**src/rtl/mem_pkg.sv**
```systemverilog
// Shared encodings for the MEM-stage access unit: access sizes and RMW FSM states.
package mem_pkg;

   localparam logic [1:0] SZ_BYTE = 2'b00;
   localparam logic [1:0] SZ_HALF = 2'b01;
   localparam logic [1:0] SZ_WORD = 2'b10;

   typedef enum logic {
      IDLE   = 1'b0,
      RMW_WR = 1'b1
   } state_e;

endpackage

```
**src/rtl/byte_lane_unit.sv**
```systemverilog
// Little-endian lane handling: load extract/extend (MERGE=0) or store merge (MERGE=1).
module byte_lane_unit
   import mem_pkg::*;
#(
   parameter bit MERGE = 1'b0
) (
   input  logic [31:0] word,
   input  logic [31:0] wdata,
   input  logic [1:0]  offs,
   input  logic [1:0]  size,
   input  logic        ld_uns,
   output logic [31:0] dout
);

   logic [7:0]  b;
   logic [15:0] h;
   logic [31:0] ld;
   logic [31:0] st;

   always_comb begin
      b  = word[{offs, 3'b000} +: 8];
      h  = word[{offs[1], 4'b0000} +: 16];
      ld = word;
      st = word;
      case (size)
         SZ_BYTE: begin
            ld = {{24{b[7] & ~ld_uns}}, b};
            st[{offs, 3'b000} +: 8] = wdata[7:0];
         end
         SZ_HALF: begin
            ld = {{16{h[15] & ~ld_uns}}, h};
            st[{offs[1], 4'b0000} +: 16] = wdata[15:0];
         end
         default: begin
            ld = word;
            st = wdata;
         end
      endcase
      dout = MERGE ? st : ld;
   end

endmodule

```
**src/rtl/mem_access_unit.sv**
```systemverilog
// MEM-stage access unit: word-indexed memory, aligned loads, sub-word stores via one-stall RMW.
module mem_access_unit
   import mem_pkg::*;
#(
   parameter int unsigned DATA_W      = 32,
   parameter int unsigned ADDR_W      = 32,
   parameter bit          CHECK_ALIGN = 1'b1
) (
   input  logic              clk,
   input  logic              rst,
   input  logic              mem_read,
   input  logic              mem_write,
   input  logic [1:0]        size,
   input  logic              ld_uns,
   input  logic [ADDR_W-1:0] addr,
   input  logic [DATA_W-1:0] wdata,
   output logic [DATA_W-1:0] rdata_o,
   output logic              stall_o,
   output logic              misalign_o,
   output logic [ADDR_W-1:0] dm_addr,
   output logic [DATA_W-1:0] dm_wdata,
   output logic              dm_write,
   output logic              dm_read,
   input  logic [DATA_W-1:0] dm_data
);

   state_e            state_q, state_d;
   logic [DATA_W-1:0] merge_q, merge_d;
   logic              misalign_q, misalign_d;
   logic [DATA_W-1:0] ld_word, mg_word;
   logic [1:0]        offs;
   logic              sub_word;
   logic              mis;

   assign dm_addr    = {2'b00, addr[ADDR_W-1:2]};
   assign misalign_o = misalign_q;
   assign sub_word   = (size == SZ_BYTE) || (size == SZ_HALF);

   // With CHECK_ALIGN=0 the low address bits are simply truncated to the access size.
   always_comb begin
      offs = 2'b00;
      if (size == SZ_BYTE) begin
         offs = addr[1:0];
      end else if (size == SZ_HALF) begin
         offs = {addr[1], 1'b0};
      end
      mis = CHECK_ALIGN && (((size == SZ_HALF) && addr[0]) ||
                            (!sub_word && (addr[1:0] != 2'b00)));
   end

   byte_lane_unit #(.MERGE(1'b0)) u_load (
      .word   (dm_data),
      .wdata  (wdata),
      .offs   (offs),
      .size   (size),
      .ld_uns (ld_uns),
      .dout   (ld_word)
   );

   byte_lane_unit #(.MERGE(1'b1)) u_merge (
      .word   (dm_data),
      .wdata  (wdata),
      .offs   (offs),
      .size   (size),
      .ld_uns (ld_uns),
      .dout   (mg_word)
   );

   always_comb begin
      state_d    = state_q;
      merge_d    = merge_q;
      misalign_d = 1'b0;
      dm_read    = 1'b0;
      dm_write   = 1'b0;
      dm_wdata   = wdata;
      stall_o    = 1'b0;
      rdata_o    = '0;
      if (!rst) begin
         case (state_q)
            IDLE: begin
               if (mem_read || mem_write) begin
                  if (mis) begin
                     misalign_d = 1'b1;
                  end else if (mem_write) begin
                     // Write wins over a simultaneous read; rdata_o stays 0.
                     if (sub_word) begin
                        dm_read = 1'b1;
                        stall_o = 1'b1;
                        merge_d = mg_word;
                        state_d = RMW_WR;
                     end else begin
                        dm_write = 1'b1;
                     end
                  end else begin
                     dm_read = 1'b1;
                     rdata_o = ld_word;
                  end
               end
            end
            RMW_WR: begin
               dm_write = 1'b1;
               dm_wdata = merge_q;
               state_d  = IDLE;
            end
            default: state_d = IDLE;
         endcase
      end
   end

   always_ff @(posedge clk or posedge rst) begin
      if (rst) begin
         state_q    <= IDLE;
         merge_q    <= '0;
         misalign_q <= 1'b0;
      end else begin
         state_q    <= state_d;
         merge_q    <= merge_d;
         misalign_q <= misalign_d;
      end
   end

endmodule
```
**config.mk**
```make
export PLATFORM = sky130hd
export DESIGN_NAME = mem_access_unit
export DESIGN_NICKNAME = d
export VERILOG_FILES = /design/src/rtl/mem_pkg.sv /design/src/rtl/byte_lane_unit.sv /design/src/rtl/mem_access_unit.sv
export SDC_FILE = /design/constraint.sdc
export NUM_CORES = 1
export LEC_CHECK = 0
export CORE_MARGIN = 8
export CORE_UTILIZATION = 45
export CTS_CLUSTER_DIAMETER = 120
export CTS_CLUSTER_SIZE = 40
export DETAILED_ROUTE_END_ITERATION = 8
export PLACE_DENSITY = 0.87
export SLEW_MARGIN = 20
export SYNTH_ARGS = -nofsm -noshare
export SYNTH_HDL_FRONTEND = slang
export SYNTH_HIERARCHICAL = 1
export SYNTH_SLANG_ARGS = --single-unit
```
**constraint.sdc**
```tcl
create_clock -name clk -period 5.7 [get_ports clk]
set_clock_uncertainty 0.1 [all_clocks]
set_input_delay 1.14 -clock clk [delete_from_list [all_inputs] [get_ports clk]]
set_output_delay 1.14 -clock clk [all_outputs]
set_load 0.05 [all_outputs]
```
==> reports/summary.json, run 1 <==
{
  "outcome": {
    "outcome": "finished clean"
  },
  "worst_setup_path": {
    "crit_slowest_cell": "sky130_fd_sc_hd__nor2b_1",
    "cp_num_buf_inv": 2,
    "critical_path.most_common_cell": "sky130_fd_sc_hd__nor2b_1",
    "crit_required_ns": 4.46,
    "critical-path-top-delay-family": "simple AND/OR/NAND/NOR gates",
    "crit_path_cell_trace": "clkdlybuf4s50_1 > or2_4 > nor2_1 > nor2b_1 > nor2b_1 > a22oi_1 > o21ai_0 > and2_1 > buf_4",
    "critPathKind": "in -> out",
    "crit_path_max_incr_delay_ns": 0.60,
    "timing.critical_path.from_type": "primary input",
    "end_kind": "primary output",
    "critical_path_peak_fanout": 9,
    "crit_arrival_ns": 3.91,
    "regToRegSetupSlack_ns": 4.09
  },
  "clock_tree": {
    "clock_tree.buffer_depth": 2,
    "insertion_delay_ns": 0.28,
    "cts_resized": 0,
    "clock_buffer_count_from_cts": 5,
    "post_cts_hold_buffer_count": 0,
    "cts_htree_levels": 2,
    "cts_tree": "done",
    "worst_setup_hold_path_clk_slew_ns": 0.07,
    "clock_sinks": 34,
    "postCtsSetupBuffers": 0,
    "clockRootBuffer": "sky130_fd_sc_hd__clkbuf_8"
  },
  "synth": {
    "synth_edf_count": 0,
    "synth-seq-area-share_pct": 20.8,
    "post_synthesis_instance_total": 456,
    "yosys_top_cell_by_area": "sky130_fd_sc_hd__mux2_2",
    "yosys-top-cells-area": "sky130_fd_sc_hd__mux2_2 22%, sky130_fd_sc_hd__dfrtp_1 21%, sky130_fd_sc_hd__buf_4 6.8%, sky130_fd_sc_hd__a22o_1 6.6%, sky130_fd_sc_hd__and2_1 5.0%",
    "yosys_register_bits": 34,
    "synth_cell_type_count": 49,
    "synthesis.yosys.warnings": 6,
    "postSynthAreaPerCell_um2": 8.99,
    "async_flop_share_pct": 100,
    "yosysTopAreaCellShare_pct": 21.7,
    "synth_area_mm2": 0.00410,
    "synth_ff_type": "sky130_fd_sc_hd__dfrtp_1"
  },
  "cells_and_area": {
    "drive_above_1_share_pct": 28.3,
    "fin_cells": 656,
    "final_core_utilization_pct": 60.3,
    "layout_commonest_cell": "sky130_fd_sc_hd__clkdlybuf4s50_1",
    "final_net_count": 652,
    "areaGrowthSynthToFinish_pct": 32.7,
    "insertedDiodeCount": 0,
    "final_cell_mix": "107 x sky130_fd_sc_hd__clkdlybuf4s50_1, 79 x sky130_fd_sc_hd__mux2_2, 38 x sky130_fd_sc_hd__a21oi_1",
    "stdcell_area_mm2": 0.00544
  },
  "sta": {
    "hold_slack_ns": 0.398,
    "rsz_0062_raised_after_global_routing": "false",
    "maximum_operating_frequency_mhz": 194,
    "setup_viol_count_final": 0,
    "slew-limit-headroom_pct": 41.9,
    "post_route_minimum_period_ns": 5.15,
    "setup_total_negative_slack_ns": 0,
    "finalCritPeriodShare_pct": 90.3,
    "report.final.hold_viol_count": 0,
    "final_report_max_slew_violation_count": 0,
    "tightestPinTransition_ns": 0.869,
    "final.setup.worst_slack_ns": 0.552
  },
  "floorplanning": {
    "dieHeight_um": 111,
    "initial_core_util_pct": 45.4,
    "core.rowCount": 35,
    "die_area_mm2": 0.0124,
    "chipWidth_um": 111,
    "num_io_pins": 203,
    "core_mm2": 0.00902
  },
  "placement": {
    "post_dp_cell_area_mm2": 0.00535,
    "gp_congestion": 0.948,
    "dp.final_hpwl_um": 11200,
    "io_buffer_count": 140,
    "dp.cells": 648,
    "detailedPlace.worstSlack_ns": 0.654
  },
  "grt": {
    "grt.total_usage_pct": 21.5,
    "grt_pass1_vias": 3868,
    "antenna_found_initial": 0,
    "grt_overflow": 0,
    "grt_pass1_wl_um": 22100,
    "largest_net_degree_at_the_start_of_global_routing": 78
  },
  "pwr": {
    "power.density_mw_per_mm2": 182,
    "vdd_drop_max_uv": 105,
    "total_leakage_power_nw": 2.21,
    "fin_total_pwr_mw": 0.990
  },
  "route": {
    "wl_per_cell_um": 22.0,
    "m1WireLength_um": 5830,
    "drt_first_pass_iters": 5,
    "first_iter_violations": 353,
    "maxUsedRoutingLayer": "met4",
    "totalWireLength_um": 14500,
    "routed-wl-met2_um": 7020,
    "drc": 0,
    "avgViaCountPerCell": 6.14,
    "wl_met3_um": 1360,
    "num_vias": 4026,
    "drtAntennaViolNets": 0
  },
  "run": {
    "max_cap_viols": 0
  },
  "hold_path": {
    "min_path_type": "reg -> reg"
  }
}
where the power goes:
group / switching [mW] / internal (mW) / total (mW)
clock network: 0.0926 / 0.0976 / 0.190
logic: 0.254 / 0.216 / 0.471
registers: 0.0286 / 0.300 / 0.329
sequential cells by signal, summed over array words and instances, names as in the netlist:
register and flops:
merge_q 32, misalign_o 1, state_q 1
synth_stat cells, types with 2 or more instances:
| master | n |
|---|---|
| sky130_fd_sc_hd__a211o_1 | 8 |
| sky130_fd_sc_hd__a211oi_4 | 2 |
| sky130_fd_sc_hd__a21o_1 | 2 |
| sky130_fd_sc_hd__a21oi_1 | 38 |
| sky130_fd_sc_hd__a21oi_2 | 11 |
| sky130_fd_sc_hd__a221o_1 | 9 |
| sky130_fd_sc_hd__a22o_1 | 31 |
| sky130_fd_sc_hd__a22oi_1 | 8 |
| sky130_fd_sc_hd__a31oi_1 | 2 |
| sky130_fd_sc_hd__and2_1 | 33 |
| sky130_fd_sc_hd__and3_1 | 2 |
| sky130_fd_sc_hd__buf_2 | 12 |
| sky130_fd_sc_hd__buf_4 | 37 |
| sky130_fd_sc_hd__buf_6 | 10 |
| sky130_fd_sc_hd__clkbuf_1 | 6 |
| sky130_fd_sc_hd__dfrtp_1 | 34 |
| sky130_fd_sc_hd__ha_1 | 5 |
| sky130_fd_sc_hd__inv_1 | 8 |
| sky130_fd_sc_hd__mux2_1 | 3 |
| sky130_fd_sc_hd__mux2_2 | 79 |
| sky130_fd_sc_hd__mux2i_1 | 8 |
| sky130_fd_sc_hd__nand2_1 | 27 |
| sky130_fd_sc_hd__nand2b_1 | 3 |
| sky130_fd_sc_hd__nand3b_1 | 3 |
| sky130_fd_sc_hd__nand4_1 | 5 |
| sky130_fd_sc_hd__nor2_1 | 14 |
| sky130_fd_sc_hd__nor2b_1 | 15 |
| sky130_fd_sc_hd__nor3_1 | 2 |
| sky130_fd_sc_hd__nor3_2 | 2 |
| sky130_fd_sc_hd__o21ai_0 | 8 |
| sky130_fd_sc_hd__o22ai_1 | 9 |
| sky130_fd_sc_hd__or2_2 | 3 |
area by class of cell:
class	instances	area, um^2
Tap cell	111	139
Clock inverter	1	5.00
Inverter	9	33.8
Timing Repair Buffer	147	1580
Multi-Input combinational cell	347	2740
Clock buffer	7	86.3
Sequential cell	34	851
Fill cell	763	3580
cell families after synthesis:
kind of cell	after synthesis	share of synthesized area, %
compound gates	131	23.7
fa+ha+maj	5	1.53
buf+inv	76	12.6
flops	34	20.8
mux	91	24.9
other cells	1	0.0915
simple gates	118	16.5
layer usage:
layer | vias up | track usage (%)
li1 | 1817 | -
met1 | 1924 | 26.9
met4 | 0 | 5.51
met3 | 27 | 5.16
met2 | 258 | 36.2
met5 | - | 0
worst paths after layout:
path | from | to | cells past startpoint
worst max-delay path | size[0] | rdata_o[3] | 9
worst min-delay path | merge_q[4]$_DFFE_PP0P_ | merge_q[4]$_DFFE_PP0P_ | 1
worst max register to register | state_q$_DFFE_PP0N_ | merge_q[14]$_DFFE_PP0P_ | 4
worst min register to register | merge_q[4]$_DFFE_PP0P_ | merge_q[4]$_DFFE_PP0P_ | 1
max in group asynchronous | rst | merge_q[16]$_DFFE_PP0P_ | 3
min in group asynchronous | rst | misalign_o$_DFF_PP0_ | 2
worst register-to-register path: stages, from the launching register on:
cell	delay (ns)
sky130_fd_sc_hd__dfrtp_1	0.41
sky130_fd_sc_hd__nor2_1	0.09
sky130_fd_sc_hd__nand3_2	0.09
sky130_fd_sc_hd__buf_4	0.39
sky130_fd_sc_hd__mux2_2	0.41
Power figures use the tool's default switching activity.
==> run 2: changes to the inputs <==
Settings changed: TNS_END_PERCENT set to 5.
==> results of run 2 <==
Same layout as run 1: the final DEF is identical, and so are final timing and power.
==> edit: new RTL, flow settings as in run 2 <==
Set the parameter `CHECK_ALIGN` to 1'b0 (it was 1'b1).
--- a/src/rtl/mem_access_unit.sv
+++ b/src/rtl/mem_access_unit.sv
@@ -4,7 +4,7 @@
 #(
    parameter int unsigned DATA_W      = 32,
    parameter int unsigned ADDR_W      = 32,
-   parameter bit          CHECK_ALIGN = 1'b1
+   parameter bit          CHECK_ALIGN = 1'b0
 ) (
    input  logic              clk,
    input  logic              rst,
Formal check against the unedited RTL: not equivalent (Yosys sat finds a counterexample within 4 cycles, from zero or initial values and one cycle with rst high).
==> edit against run 2 <==
Routed wire length rose by 3.1%. Cell area barely moved. Worst setup slack improved by 0.32 ns. Via count rose by 1.1%. Sequential cell count fell by 1. Total power rose by 1.4%. Synthesized area fell by 0.98%. Sequential share of layout area fell by 0.47 points. Critical endpoint is now dm_wdata[28]. Largest cell class unchanged.
==> edit: results (changes against run 2) <==
| Metric | Value |
|---|---|
| Status | complete, no violations |
| Synth top cells by count | mux2_2 (70), and2_1 (33), buf_4 (33), dfrtp_1 (33), a21oi_1 (31) |
| Critical Path Max Stage Delay | 0.72 ns (+0.12 ns) |
| Maximum clock rate | 0.207 GHz (+6.6%) |
| Largest net degree at the start of global routing | 44 (-44%) |
| Non-clk invs | 13 (+4) |
| Final core occ | 0.624 (+0.0210) |
| Placement Setup Slack | 0.858 ns (+0.203 ns) |
| Total detailed-routing wirelength | 14900 µm (+3.1%) |
| Worst Path Arrival | 3.59 ns (-0.32 ns) |
| First-pass GRT wire length | 23300 µm (+5.0%) |
| # Taps | 108 (-2.7%) |
| Worst Setup SP | rst |
| Placed Area | 5360 µm² (+0.21%) |
| Clock root cell | clkbuf_8 |
| Gate count of the mapped netlist | 461 (+1.1%) |
| Rel. slew slack | 0.375 (-0.0434) |
| Number of global-route vias before repair | 4146 (+7.2%) |
| Placer Congestion | 0.913 (-3.6%) |
| Gate power share | 0.496 (+0.020) |
| NonClk Buf Share | 0.293 (+0.00217) |
| Register-to-Register Path Depth | 3 (-1) |
| Hold EP | merge_q[7] |
| Cells after DPL | 650 (+0.31%) |
| Part of the power in registers | 0.326 (-0.006) |
| Setup TNS | 0 ns (unchanged) |
| Sequential cell area share | 0.152 (-0.00467) |
| Leak | 2.23 nW (+0.83%) |
| Total track usage | 0.231 (+0.0154) |
| Final-layout fill cell count | 752 (-1.4%) |
| Sequential fraction of the synthesis area | 0.204 (-0.00412) |
| Hpwl dp | 11600 µm (+3.1%) |
| Yosys Warn Count | 6 (unchanged) |
| Family with the most delay on the worst path | buffers and inverters |
| Routed vias/inst | 6.18 (+0.76%) |
| DRT iter0 DRCs | 370 (+4.8%) |
| Layout cells sized above 1 | 0.273 (-0.00984) |
| Worst path slowest cell | clkdlybuf4s50_1 |
| Final nets | 657 (+0.77%) |
| Count of multi-input gates | 347 (unchanged) |
| Peak VDD IR | 0.182 mV (+73%) |
| Min Hold Slack | 0.390 ns (-0.00774 ns) |
| Internal Dissipation | 0.000606 W (-1.3%) |
| Cell Pwr Density | 184 nW/µm² (+1.3%) |
| Crit path capture | dm_wdata[28] |
| Reg2reg setup slack | 3.84 ns (-0.25 ns) |
| Num sequential | 33 (-2.9%) |
| Bufs w/o clock | 149 (+1.4%) |
| Reg-to-Reg End | merge_q[15] |
| Clock network share of area | 0.0152 (-0.00162) |
| Crit-path max FO | 16 (+7) |
| Synth area leaders | dfrtp_1 (20%), mux2_2 (19%), buf_4 (6.1%) |
| Multi-input gate share of total cell area | 0.506 (+0.00207) |
| Initial antenna violation count | 0 (unchanged) |
| Clock buffer cells | 6 (-1) |
| WL/cell | 22.6 µm (+2.8%) |
| TritonRoute pass-1 iters | 6 (+1) |
| Synth unique cells | 52 (+6.1%) |
## edit: changes by cell type after synthesis, moves of 8 or more
cell | run 2 | this run
a211o_2 | 0 | 8
a22o_1 | 31 | 23
mux2_2 | 79 | 70
o22ai_1 | 9 | 1
nand3_1 | 0 | 9
a222oi_1 | 0 | 8
a221o_1 | 9 | 0
clkbuf_1 | 6 | 14
mux2i_1 | 8 | 17
## edit: per-layer routing
| layer | wire, µm | up-vias | GRT usage |
|---|---|---|---|
| met3 | 1450 | 45 | 0.0611 |
| met5 | 0 | - | 0 |
| met1 | 6140 | 1954 | 0.283 |
| li1 | - | 1817 | - |
| met2 | 6770 | 253 | 0.370 |
| met4 | 536 | 0 | 0.0991 |
## edit: cells by family (layout without fill, tap and decap cells)
kind of cell / Yosys count / in the layout / synth area share
simple gates: 128 / 128 / 0.187
compound gates: 120 / 120 / 0.224
mux: 91 / 91 / 0.247
buf+inv: 83 / 170 / 0.122
flops: 33 / 33 / 0.204
fa+ha+maj: 5 / 5 / 0.0154
other cells: 1 / 3 / 0.000924
